===== config.mk =====
export PLATFORM = sky130hd
export DESIGN_NAME = alu_multicycle
export DESIGN_NICKNAME = d
export VERILOG_FILES = /design/src/rtl/alu_multicycle.sv
export SDC_FILE = /design/constraint.sdc
export NUM_CORES = 2
export LEC_CHECK = 0
export BUFFER_PORTS_ARGS = -buffer_cell sky130_fd_sc_hd__buf_2
export CORE_MARGIN = 3
export CORE_UTILIZATION = 35
export DETAILED_ROUTE_END_ITERATION = 8
export PLACE_DENSITY = 0.58
export SETUP_SLACK_MARGIN = 0.02
export SLEW_MARGIN = 0
export SYNTH_ARGS = -nofsm -noshare
export SYNTH_HDL_FRONTEND = slang
export SYNTH_SLANG_ARGS = --single-unit

===== constraint.sdc =====
create_clock -name clock -period 10.8 [get_ports clock]
set_input_delay 1.62 -clock clock [delete_from_list [all_inputs] [get_ports clock]]
set_output_delay 1.62 -clock clock [all_outputs]
set_load 0.02 [all_outputs]

===== src/rtl/alu_multicycle.sv =====
// Registered ALU: single-cycle add/sub/and/or/sll/sra, iterative signed mul/div over WIDTH cycles.
// Latency 1 edge for single-cycle ops, WIDTH+1 edges for mul/div; in_ready low while iterating.
module alu_multicycle #(
    parameter int WIDTH   = 32,
    parameter int SHAMT_W = 5
) (
    input  logic               clock,
    input  logic               ctrl_reset,
    input  logic               in_valid,
    output logic               in_ready,
    input  logic [WIDTH-1:0]   data_operandA,
    input  logic [WIDTH-1:0]   data_operandB,
    input  logic [4:0]         ctrl_ALUopcode,
    input  logic [SHAMT_W-1:0] ctrl_shiftamt,
    output logic               out_valid,
    output logic [WIDTH-1:0]   data_result,
    output logic               isNotEqual,
    output logic               isLessThan,
    output logic               data_exception
);

    typedef enum logic [1:0] {IDLE, MUL, DIV} state_t;

    state_t state, state_nxt;

    logic [SHAMT_W-1:0]   cnt;
    logic                 accept, last;
    logic                 ne_pend, lt_pend;

    logic [WIDTH-1:0]     add_res, sub_res, sc_res;
    logic                 sc_exc, lt_now, b_zero;
    logic [WIDTH-1:0]     a_mag, b_mag;

    logic [2*WIDTH-1:0]   mul_acc, mul_mcand, mul_term, mul_acc_nxt;
    logic [WIDTH-1:0]     mul_mplier;
    logic                 mul_ovf;

    logic [WIDTH-1:0]     div_rem, div_quot, div_dvs, div_rem_nxt, div_quot_nxt;
    logic [WIDTH:0]       div_sh, div_dif;
    logic                 div_neg, div_ovf;

    assign in_ready = (state == IDLE) & ~ctrl_reset;
    assign accept   = in_valid & in_ready;
    assign last     = (cnt == SHAMT_W'(WIDTH - 1));
    assign b_zero   = (data_operandB == '0);
    assign lt_now   = $signed(data_operandA) < $signed(data_operandB);
    assign add_res  = data_operandA + data_operandB;
    assign sub_res  = data_operandA - data_operandB;
    assign a_mag    = data_operandA[WIDTH-1] ? -data_operandA : data_operandA;
    assign b_mag    = data_operandB[WIDTH-1] ? -data_operandB : data_operandB;

    always_ff @(posedge clock or posedge ctrl_reset) begin
        if (ctrl_reset) state <= IDLE;
        else            state <= state_nxt;
    end

    always_comb begin
        state_nxt = state;
        case (state)
            IDLE: if (accept) begin
                if (ctrl_ALUopcode == 5'd6)                 state_nxt = MUL;
                else if (ctrl_ALUopcode == 5'd7 && !b_zero) state_nxt = DIV;
            end
            MUL, DIV: if (last) state_nxt = IDLE;
            default:  state_nxt = IDLE;
        endcase
    end

    // Divide-by-zero and illegal opcodes share the default arm: result 0, exception 1.
    always_comb begin
        sc_res = '0;
        sc_exc = 1'b0;
        case (ctrl_ALUopcode)
            5'd0: begin
                sc_res = add_res;
                sc_exc = (data_operandA[WIDTH-1] == data_operandB[WIDTH-1]) &&
                         (add_res[WIDTH-1] != data_operandA[WIDTH-1]);
            end
            5'd1: begin
                sc_res = sub_res;
                sc_exc = (data_operandA[WIDTH-1] != data_operandB[WIDTH-1]) &&
                         (sub_res[WIDTH-1] != data_operandA[WIDTH-1]);
            end
            5'd2:    sc_res = data_operandA & data_operandB;
            5'd3:    sc_res = data_operandA | data_operandB;
            5'd4:    sc_res = data_operandA << ctrl_shiftamt;
            5'd5:    sc_res = $signed(data_operandA) >>> ctrl_shiftamt;
            default: begin
                sc_res = '0;
                sc_exc = 1'b1;
            end
        endcase
    end

    // Two's-complement shift-add: the multiplier's sign bit carries weight -2^(WIDTH-1).
    always_comb begin
        mul_term    = mul_mplier[0] ? mul_mcand : '0;
        mul_acc_nxt = last ? (mul_acc - mul_term) : (mul_acc + mul_term);
        mul_ovf     = !((&mul_acc_nxt[2*WIDTH-1:WIDTH-1]) || (~|mul_acc_nxt[2*WIDTH-1:WIDTH-1]));
    end

    always_comb begin
        div_sh       = {div_rem, div_quot[WIDTH-1]};
        div_dif      = div_sh - {1'b0, div_dvs};
        div_rem_nxt  = div_dif[WIDTH] ? div_sh[WIDTH-1:0] : div_dif[WIDTH-1:0];
        div_quot_nxt = {div_quot[WIDTH-2:0], ~div_dif[WIDTH]};
    end

    always_ff @(posedge clock or posedge ctrl_reset) begin
        if (ctrl_reset) begin
            out_valid      <= 1'b0;
            data_result    <= '0;
            isNotEqual     <= 1'b0;
            isLessThan     <= 1'b0;
            data_exception <= 1'b0;
            cnt            <= '0;
            ne_pend        <= 1'b0;
            lt_pend        <= 1'b0;
            mul_acc        <= '0;
            mul_mcand      <= '0;
            mul_mplier     <= '0;
            div_rem        <= '0;
            div_quot       <= '0;
            div_dvs        <= '0;
            div_neg        <= 1'b0;
            div_ovf        <= 1'b0;
        end else begin
            out_valid <= 1'b0;
            if (state == IDLE) begin
                if (accept) begin
                    cnt     <= '0;
                    ne_pend <= (data_operandA != data_operandB);
                    lt_pend <= lt_now;
                    if (ctrl_ALUopcode == 5'd6) begin
                        mul_acc    <= '0;
                        mul_mcand  <= {{WIDTH{data_operandA[WIDTH-1]}}, data_operandA};
                        mul_mplier <= data_operandB;
                    end else if (ctrl_ALUopcode == 5'd7 && !b_zero) begin
                        div_rem  <= '0;
                        div_quot <= a_mag;
                        div_dvs  <= b_mag;
                        div_neg  <= data_operandA[WIDTH-1] ^ data_operandB[WIDTH-1];
                        div_ovf  <= (data_operandA == {1'b1, {(WIDTH-1){1'b0}}}) &&
                                    (&data_operandB);
                    end else begin
                        out_valid      <= 1'b1;
                        data_result    <= sc_res;
                        data_exception <= sc_exc;
                        isNotEqual     <= (data_operandA != data_operandB);
                        isLessThan     <= lt_now;
                    end
                end
            end else begin
                cnt <= cnt + 1'b1;
                if (state == MUL) begin
                    mul_acc    <= mul_acc_nxt;
                    mul_mcand  <= mul_mcand << 1;
                    mul_mplier <= mul_mplier >> 1;
                end else begin
                    div_rem  <= div_rem_nxt;
                    div_quot <= div_quot_nxt;
                end
                if (last) begin
                    out_valid      <= 1'b1;
                    isNotEqual     <= ne_pend;
                    isLessThan     <= lt_pend;
                    data_result    <= (state == MUL) ? mul_acc_nxt[WIDTH-1:0]
                                    : (div_neg ? -div_quot_nxt : div_quot_nxt);
                    data_exception <= (state == MUL) ? mul_ovf : div_ovf;
                end
            end
        end
    end

endmodule


==> impl_metrics.env <==
export IMPL_synth_edf_count=0
export IMPL_place_area_mm2=0.0307
export IMPL_avgViaCountPerCell=6.07
export IMPL_async_flop_share=1.00
export IMPL_max_cap_violations=0
export IMPL_cts_buffers=41
export IMPL_reg2reg_to="data_exception$_DFFE_PP0P_"
export IMPL_endpoint_kind="flop"
export IMPL_p_sw_frac=0.528
export IMPL_p_switching_uw=5810
export IMPL_path_buf_inv=0
export IMPL_io_pins=114
export IMPL_hpwl_um=91700
export IMPL_report_final_slew_viol_count=0
export IMPL_min_period_over_period=0.722
export IMPL_ys_top_cells_by_count="nand2_1 (484), o21ai_0 (434), nor2_1 (355)"
export IMPL_yosys_warnings=0
export IMPL_first_global_vias=27100
export IMPL_setup_tns_ns=0
export IMPL_max_clock_path_buffers=3
export IMPL_firstDrtPassIters=8
export IMPL_die_w_um=296
export IMPL_status="completed"
export IMPL_grt_util_all_layers=0.269
export IMPL_grt_max_degree=225
export IMPL_drc=0
export IMPL_hold_ws_ns=0.473
export IMPL_path_class="reg2reg"
export IMPL_grt_pass1_wl_um=180000
export IMPL_final_util=0.389
export IMPL_crit_required_ns=11.24
export IMPL_finalCriticalPeriod_ns=7.79
export IMPL_max_freq_mhz=128
export IMPL_internal_power_uw=5180
export IMPL_power_leakage_uw=0.0140
export IMPL_wl_per_cell_um=24.7
export IMPL_die_y_um=296
export IMPL_yosysTopAreaCell="dfrtp_1"
export IMPL_path_cells="or3_1, o31a_1, a211oi_1, nand3_1, nor2b_1, nor2_1, or2_2, o211ai_1, ha_1, o21ai_0, a211oi_1, a2111oi_0, or2_2, o21ai_0, a41oi_1, xnor2_1, and2_1, nand4_1, nor4b_1, nand4_1, nor4_1, o32ai_1"
export IMPL_grt_ovfl_total=0
export IMPL_total_power_uw=11000
export IMPL_fin_skew_ns=0.0347
export IMPL_reg2reg_from="mul_mcand[6]$_DFFE_PP0P_"
export IMPL_slowest_delay_ns=0.87
export IMPL_p_per_area_mw_per_mm2=342
export IMPL_cts_max_level=2
export IMPL_cts_sinks=303
export IMPL_synth_seq_cells=303
export IMPL_synth_ff_type="dfrtp_1"
export IMPL_slew_headroom=0.0801
export IMPL_clkSlewWorstSetupHoldPaths_ns=0.06
export IMPL_synth_area_mm2=0.0294
export IMPL_synthTopCellsByArea="dfrtp_1 (26%), ha_1 (8.5%), o21ai_0 (7.4%), nand2_1 (6.2%), a21oi_1 (5.8%)"
export IMPL_drtAntennaViolNets=0
export IMPL_cts_root_buffer="clkbuf_16"
export IMPL_yosysUniqueCellTypes=82
export IMPL_finalHoldViolCount=0
export IMPL_drtIter0Drc=3612
export IMPL_finalWeightedCongestion=1.03
export IMPL_synth_area_per_cell_um2=7.58
export IMPL_cp_slowest_cell="a2111oi_0"
export IMPL_min_from="div_dvs[26]$_DFFE_PP0P_"
export IMPL_whs_endpoint="div_dvs[26]$_DFFE_PP0P_"
export IMPL_stdcell_area_mm2=0.0322
export IMPL_clk_latency_ns=0.60
export IMPL_start_util=0.356
export IMPL_r2r_slack_ns=3.01
export IMPL_cts_tree="built"
export IMPL_drive_gt1_frac=0.0729
export IMPL_routed_wl_um=122000
export IMPL_cp_arrival_ns=8.23
export IMPL_hp_class="reg2reg"
export IMPL_critPathMaxFanout=14
export IMPL_synth_top_area_share=0.258
export IMPL_pwr_share_seq=0.180
export IMPL_yosysMostFrequentCell="nand2_1"
export IMPL_cts_hold_buffers=0
export IMPL_vias=29900
export IMPL_syn_nets=4161
export IMPL_synth_seq_area_share=0.258
export IMPL_die_area_mm2=0.0876
export IMPL_r2r_cells=22
export IMPL_io_buffers=113
export IMPL_peakVddDrop_mv=0.189
export IMPL_rsz0062_at_grt="false"
export IMPL_ctsResizeCount=0
export IMPL_coreArea_mm2=0.0826
export IMPL_start_kind="flop"
export IMPL_finalNetCount=4105
export IMPL_power_frac_clock=0.131
export IMPL_antenna_found_initial=9
export IMPL_syn2layout_area_growth_pct=9.32
export IMPL_num_rows=105
export IMPL_setup_viol=0
export IMPL_critPathTopFamily="simple AND/OR/NAND/NOR gates"
export IMPL_pwr_share_comb=0.688
export IMPL_worstMarginPinSlew_ns=1.37
export IMPL_syn_inst=3880
export IMPL_postCtsSetupBuffers=0
export IMPL_min_path_cells=2
sequential cells by signal, indices dropped and copies added, names as in the netlist:
signal          cells
out_valid           1
ne_pend             1
lt_pend             1
div_rem            32
div_quot           32
data_result        32
cnt                 5
mul_acc            64
isLessThan          1
state               2
data_exception      1
div_ovf             1
isNotEqual          1
mul_mcand          64
mul_mplier         32
div_neg             1
div_dvs            32
power groups by stage:
stage	clock network (uW)	registers [uW]	logic (uW)
floorplan	0	1900	5450
global placement	0	1980	7420
detailed placement	0	1980	7430
CTS	1480	1970	7470
global route	1520	2030	8330
finish	1440	1980	7570
per-stage QoR:
step | setup WS [ns] | cells
2_1_floorplan | 0.794 | 3880
3_3_place_gp | 3.44 | 4851
3_5_place_dp | 3.29 | 4851
4_1_cts | 3.30 | 4925
5_1_grt | 2.54 | 4925
6_report | 3.01 | 4928
final cells by class:
class,count,area [um^2]
tap,1070,1340
clock buffer,51,1130
inverter,170,646
sequential,303,7580
fill,8614,50500
timing repair buffer,151,881
antenna,3,7.51
multi-input combinational,3157,20300
clock inverter,23,283
kinds of logic after synthesis:
logic type | share of synthesized area
AO/OA/AOI/OAI | 0.278
AND/OR/NAND/NOR | 0.192
buffers and inverters | 0.0547
flip-flops | 0.258
XOR/XNOR | 0.0682
adder cells (fa/ha/maj) | 0.0878
multiplexers | 0.0623
worst reg2reg max path, stage by stage, from the launching register on:
cell and delay (ns):
dfrtp_1 0.43, or3_1 0.41, o31a_1 0.33, a211oi_1 0.48
nand3_1 0.21, nor2b_1 0.58, nor2_1 0.32, or2_2 0.52
o211ai_1 0.17, ha_1 0.34, o21ai_0 0.49, a211oi_1 0.21
a2111oi_0 0.87, or2_2 0.30, o21ai_0 0.19, a41oi_1 0.34
xnor2_1 0.21, and2_1 0.18, nand4_1 0.10, nor4b_1 0.41
nand4_1 0.16, nor4_1 0.28, o32ai_1 0.13
worst max path at each step:
stage | startpoint | endpoint | slack [ns] | depth (start not counted)
2_1_floorplan | ctrl_reset | cnt[0]$_DFFE_PP0P_ | 0.79 | 1
3_3_place_gp | mul_mplier[0]$_DFFE_PP0P_ | data_exception$_DFFE_PP0P_ | 3.44 | 22
3_5_place_dp | mul_mplier[0]$_DFFE_PP0P_ | data_exception$_DFFE_PP0P_ | 3.29 | 22
4_1_cts | mul_mplier[0]$_DFFE_PP0P_ | data_exception$_DFFE_PP0P_ | 3.30 | 22
5_1_grt | mul_mplier[0]$_DFFE_PP0P_ | data_exception$_DFFE_PP0P_ | 2.54 | 22
6_report | mul_mcand[6]$_DFFE_PP0P_ | data_exception$_DFFE_PP0P_ | 3.01 | 22
layer usage:
layer | vias to the layer above | GRT usage | wire length, um
li1 | 13900 | - | -
met1 | 14300 | 0.398 | 54900
met2 | 1415 | 0.395 | 50500
met3 | 216 | 0.0544 | 12200
met4 | 8 | 0.0759 | 3780
met5 | - | 0 | 58
cells in the final DEF, fill, tap and decap left out, drive strengths merged, types with 19 or more instances in the layout:
cell type	Yosys	routed
mux2i	154	154
a31oi	28	28
o21ai	435	435
o22ai	22	22
nor2	356	356
o41ai	27	27
clkbuf	203	51
buf	47	151
or3	47	47
a22o	46	46
nand2b	36	36
nor2b	23	23
o21a	19	19
nor4	30	30
a21o	62	62
a21oi	343	343
inv	169	175
a221o	39	39
or4	19	19
a211oi	49	49
nand2	484	484
and3	30	30
dfrtp	303	303
nand4	41	41
o211ai	32	32
o21bai	31	31
nand3	59	59
o31ai	39	39
xor2	81	81
nor3	78	78
ha	200	200
xnor2	148	148
Power figures use the tool's default switching activity.
